**config.mk**
```make
export PLATFORM = sky130hd
export DESIGN_NAME = square_wave_detector
export DESIGN_NICKNAME = d
export VERILOG_FILES = /design/src/rtl/square_wave_pkg.sv /design/src/rtl/sq_edge_sync.sv /design/src/rtl/square_wave_detector.sv
export SDC_FILE = /design/constraint.sdc
export NUM_CORES = 1
export LEC_CHECK = 0
export BUFFER_PORTS_ARGS = -buffer_cell sky130_fd_sc_hd__buf_2
export CAP_MARGIN = 40
export CORE_UTILIZATION = 61
export CTS_BUF_LIST = sky130_fd_sc_hd__clkbuf_2 sky130_fd_sc_hd__clkbuf_4 sky130_fd_sc_hd__clkbuf_8
export DETAILED_ROUTE_END_ITERATION = 10
export GPL_TIMING_DRIVEN = 0
export PLACE_DENSITY = 0.76
export SLEW_MARGIN = 10
export SYNTH_ARGS = -nofsm -noshare
export SYNTH_HDL_FRONTEND = slang
export SYNTH_HIERARCHICAL = 1
export SYNTH_SLANG_ARGS = --single-unit
export TNS_END_PERCENT = 1
```
**constraint.sdc**
```tcl
create_clock -name iClk -period 4.2 [get_ports iClk]
set_input_delay 0.84 -clock iClk [delete_from_list [all_inputs] [get_ports iClk]]
set_output_delay 0.84 -clock iClk [all_outputs]
set_load 0.005 [all_outputs]
```
**src/rtl/square_wave_pkg.sv**
```systemverilog
// Shared constants and helpers for the square-wave qualifier.
// Defaults give a 1 ms half-period (500 Hz) at a 30 MHz clock.
package square_wave_pkg;

    localparam int HALF_PERIOD_CYC = 30000;
    localparam int TOL_CYC         = 3000;
    localparam int MATCH_COUNT     = 4;
    localparam int CNT_W           = 17;

    localparam int WIN_LO = HALF_PERIOD_CYC - TOL_CYC;
    localparam int WIN_HI = HALF_PERIOD_CYC + TOL_CYC;

    function automatic logic in_window(int len, int lo, int hi);
        return (len >= lo) && (len <= hi);
    endfunction

endpackage

```
**src/rtl/sq_edge_sync.sv**
```systemverilog
// Two-flop synchronizer plus a delay flop for edge detection.
// Emits a one-cycle pulse on every rising or falling input edge.
module sq_edge_sync (
    input  logic clk,
    input  logic rst_n,
    input  logic din,
    output logic pulse
);

    logic s1;
    logic s2;
    logic s3;

    // synchronize the pin and keep one delayed copy for the XOR
    always_ff @(posedge clk) begin
        if (!rst_n) begin
            s1 <= 1'b0;
            s2 <= 1'b0;
            s3 <= 1'b0;
        end else begin
            s1 <= din;
            s2 <= s1;
            s3 <= s2;
        end
    end

    assign pulse = s2 ^ s3;

endmodule

```
**src/rtl/square_wave_detector.sv**
```systemverilog
// Measures every half-period of an asynchronous square wave and
// drives oState_n low once enough consecutive halves are in window.
module square_wave_detector #(
    parameter int HALF_PERIOD_CYC = square_wave_pkg::HALF_PERIOD_CYC,
    parameter int TOL_CYC         = square_wave_pkg::TOL_CYC,
    parameter int MATCH_COUNT     = square_wave_pkg::MATCH_COUNT,
    parameter int CNT_W           = square_wave_pkg::CNT_W
) (
    input  logic iClk,
    input  logic iRst_n,
    input  logic isquareWave,
    output logic oState_n
);

    import square_wave_pkg::*;

    localparam int LO = HALF_PERIOD_CYC - TOL_CYC;
    localparam int HI = HALF_PERIOD_CYC + TOL_CYC;
    localparam int MW = $clog2(MATCH_COUNT + 1);

    localparam logic [CNT_W-1:0] SAT   = CNT_W'(HI + 1);
    localparam logic [MW-1:0]    MATCH = MW'(MATCH_COUNT);

    logic             edge_pulse;
    logic [CNT_W-1:0] cnt;
    logic [CNT_W-1:0] cnt_nxt;
    logic [MW-1:0]    match;
    logic [MW-1:0]    match_nxt;
    logic             armed;
    logic             armed_nxt;
    logic             state_nxt;

    sq_edge_sync u_sync (
        .clk   (iClk),
        .rst_n (iRst_n),
        .din   (isquareWave),
        .pulse (edge_pulse)
    );

    // an edge always wins over saturation; a saturated count is too long
    always_comb begin
        cnt_nxt   = cnt;
        match_nxt = match;
        armed_nxt = armed;
        if (edge_pulse) begin
            cnt_nxt = CNT_W'(1);
            if (armed) begin
                if (in_window(int'(cnt), LO, HI)) begin
                    if (match != MATCH) begin
                        match_nxt = match + 1'b1;
                    end
                end else begin
                    match_nxt = '0;
                end
            end else begin
                armed_nxt = 1'b1;
            end
        end else if (cnt == SAT) begin
            match_nxt = '0;
            armed_nxt = 1'b0;
        end else begin
            cnt_nxt = cnt + 1'b1;
        end
        state_nxt = (match_nxt != MATCH);
    end

    // measurement state and the registered status output
    always_ff @(posedge iClk) begin
        if (!iRst_n) begin
            cnt      <= '0;
            match    <= '0;
            armed    <= 1'b0;
            oState_n <= 1'b1;
        end else begin
            cnt      <= cnt_nxt;
            match    <= match_nxt;
            armed    <= armed_nxt;
            oState_n <= state_nxt;
        end
    end

endmodule

```
==> flow_metrics.env <==
export IMPL_diodes=0
export IMPL_core_area_um2=1942
export IMPL_syn2layout_area_growth_pct=6.281
export IMPL_final_nets=158
export IMPL_cts_sinks=25
export IMPL_max_stage_delay_ns=0.50
export IMPL_start_kind="register"
export IMPL_status="finished clean"
export IMPL_fin_tns_setup_ns=0
export IMPL_grt_pass1_wl_um=3387
export IMPL_vias_per_cell=5.574
export IMPL_power_leakage_nw=0.4608
export IMPL_synth_top_area_share_pct=39.88
export IMPL_reg2reg_to="oState_n$_SDFF_PN1_"
export IMPL_h_tree_depth=1
export IMPL_hold_viol=0
export IMPL_dp_slack_ns=2.196
export IMPL_ys_seq_area_share_pct=39.88
export IMPL_firstDrtPassIters=4
export IMPL_ys_warn_count=6
export IMPL_gp_congestion=0.8243
export IMPL_reg2reg_depth=6
export IMPL_final_common_cell="dfxtp_1"
export IMPL_hpwl_um=1608
export IMPL_arrival_ns=2.14
export IMPL_crit_type="reg2reg"
export IMPL_critPathCaptureType="register"
export IMPL_layout_common_cells="dfxtp_1 (25), nor2_1 (18), nand2_1 (13), xnor2_1 (9), inv_1 (8)"
export IMPL_detail_route_iter0_violations=18
export IMPL_fin_ws_ns=2.247
export IMPL_yosys_top_cells_area="dfxtp_1 (40%), xnor2_1 (6.3%), nor2_1 (5.4%)"
export IMPL_tritoncts="done"
export IMPL_rows=16
export IMPL_maxCapViolCount=0
export IMPL_grt_pass1_vias=876
export IMPL_cellPowerDensity_nw_per_um2=282.1
export IMPL_worstPathRequired_ns=4.39
export IMPL_synthesis_area_um2=1255
export IMPL_cp_num_buf_inv=0
export IMPL_insertion_delay_ns=0.31
export IMPL_num_vias=981
export IMPL_slew_headroom_pct=60.13
export IMPL_syn_inst=142
export IMPL_instances_no_fill=176
export IMPL_critical_path_cell_chain="xor2_1 > o21ai_0 > nor4_1 > a2bb2oi_2 > o22ai_1 > o211ai_1"
export IMPL_path_clk_slew_ns=0.12
export IMPL_grt_usage_pct=21.32
export IMPL_io_pins=4
export IMPL_grt_start_max_net_pins=14
export IMPL_start_util_pct=64.63
export IMPL_synth_async_reset_ratio_pct=0
export IMPL_r2r_slack_ns=2.25
export IMPL_dp_cells=172
export IMPL_avgRoutedWirePerCell_um=11.95
export IMPL_cp_max_fo=7
export IMPL_crit_cells=6
export IMPL_cts_root_buf="clkbuf_4"
export IMPL_slowest_stage="xor2_1"
export IMPL_die_x_um=47.36
export IMPL_drc=0
export IMPL_slew_violations=0
export IMPL_synth_edf_count=0
export IMPL_avgSynthCellArea_um2=8.838
export IMPL_fin_crit_sh_pct=46.49
export IMPL_die_h_um=47.36
export IMPL_rsz0062_at_grt="false"
export IMPL_yosysUniqueCellTypes=39
export IMPL_ys_flop_type="dfxtp_1"
export IMPL_post_cts_buffers=0
export IMPL_antenna_found_initial=0
export IMPL_reg2reg_from="u_sync/s2$_SDFF_PN0_"
export IMPL_critPathLaunch="u_sync/s2$_SDFF_PN0_"
export IMPL_syn_nets=150
export IMPL_vdd_drop_max_mv=0.2432
export IMPL_wl_um=2104
export IMPL_cp_top_family="compound AO/OA/AOI/OAI gates"
export IMPL_fin_worst_skew_ns=0.009756
export IMPL_synth_seq_cells=25
export IMPL_yosysTopAreaCell="dfxtp_1"
export IMPL_grt_overflow=0
export IMPL_dieArea_um2=2243
export IMPL_cts_max_path_buffers=2
export IMPL_ant_nets=0
export IMPL_holdCritPathClass="reg2reg"
export IMPL_post_cts_resized=0
export IMPL_port_buffer_count=3
export IMPL_cts_buffers=3
export IMPL_holdBufCountCts=0
export IMPL_period_needed_ns=1.953
export IMPL_drive_gt1_share_pct=10.74
export IMPL_worst_pin_slew_ns=0.5960
export IMPL_fmaxAchievable_mhz=512.1
export IMPL_crit_end="oState_n$_SDFF_PN1_"
export IMPL_finalSetupViolCount=0
[stage by stage]
step	hold slack, ns	util [%]	power, mW	cell area (um2)
floorplan	0.4057	-	0.2647	1255
global placement	0.4120	67.14	0.2699	1304
detailed placement	0.4177	67.14	0.2712	1304
CTS	0.4482	68.69	0.3824	1334
global route	0.4590	68.69	0.3924	1334
finish	0.4441	68.69	0.3763	1334
[cell type report]
class                      instances  area [um2]
buffer                             2       7.507
clock buffer                       4       30.03
fill                             172       608.1
inverter                           8       30.03
multi-input combinational        107       716.9
sequential                        25       500.5
tap                               27       33.78
timing repair buffer               3       15.01
[routing by layer]
| layer | vias to the layer above | wire (um) | global-route usage, % |
|---|---|---|---|
| met1 | 457 | 1021 | 26.91 |
| met4 | 0 | 9 | 6.857 |
| met3 | 2 | 56 | 3.462 |
| met2 | 16 | 1017 | 36.71 |
| li1 | 506 | - | - |
| met5 | - | 0 | 0 |
[worst min path at each step]
stage	startpoint	end	cells past startpoint
2_1_floorplan	u_sync/s1$_SDFF_PN0_	u_sync/s2$_SDFF_PN0_	1
3_3_place_gp	u_sync/s1$_SDFF_PN0_	u_sync/s2$_SDFF_PN0_	1
3_5_place_dp	u_sync/s1$_SDFF_PN0_	u_sync/s2$_SDFF_PN0_	1
4_1_cts	u_sync/s1$_SDFF_PN0_	u_sync/s2$_SDFF_PN0_	1
5_1_grt	u_sync/s1$_SDFF_PN0_	u_sync/s2$_SDFF_PN0_	1
6_report	u_sync/s1$_SDFF_PN0_	u_sync/s2$_SDFF_PN0_	1
[sequential cells by signal, indices dropped and copies added, names as in the netlist]
register	flops
u_sync/s2	1
u_sync/s3	1
armed	1
u_sync/s1	1
match	3
cnt	17
oState_n	1
[power by group]
group	total, mW	internal, mW	switching, mW
combinational	0.0197	0.00829	0.0114
clock	0.111	0.0435	0.0675
sequential	0.246	0.241	0.00420
total	0.376	0.293	0.0831
[cells by family after synthesis]
family          Yosys count  synth area share [%]
simple gates             65                 28.42
flops                    25                 39.88
fa+ha+maj                 5                 4.985
xor+xnor                 15                 10.47
mux                       1                0.7976
compound gates           21                 12.46
buf+inv                  10                 2.991
[worst reg2reg max path: cells and delay by family (launching register included)]
family / cells / cell delay (ns)
flops: 1 / 0.36
simple gates: 1 / 0.29
xor+xnor: 1 / 0.50
compound gates: 4 / 0.70
[synth_stat cells, types with 4 or more instances]
master and number:
a21oi_1 4, dfxtp_1 25, ha_1 5, inv_1 8, nand2_1 13, nand3_1 5, nor2_1 18, nor3_1 4
xnor2_1 9, xor2_1 6
No activity file was read; power rests on OpenSTA's default activity.
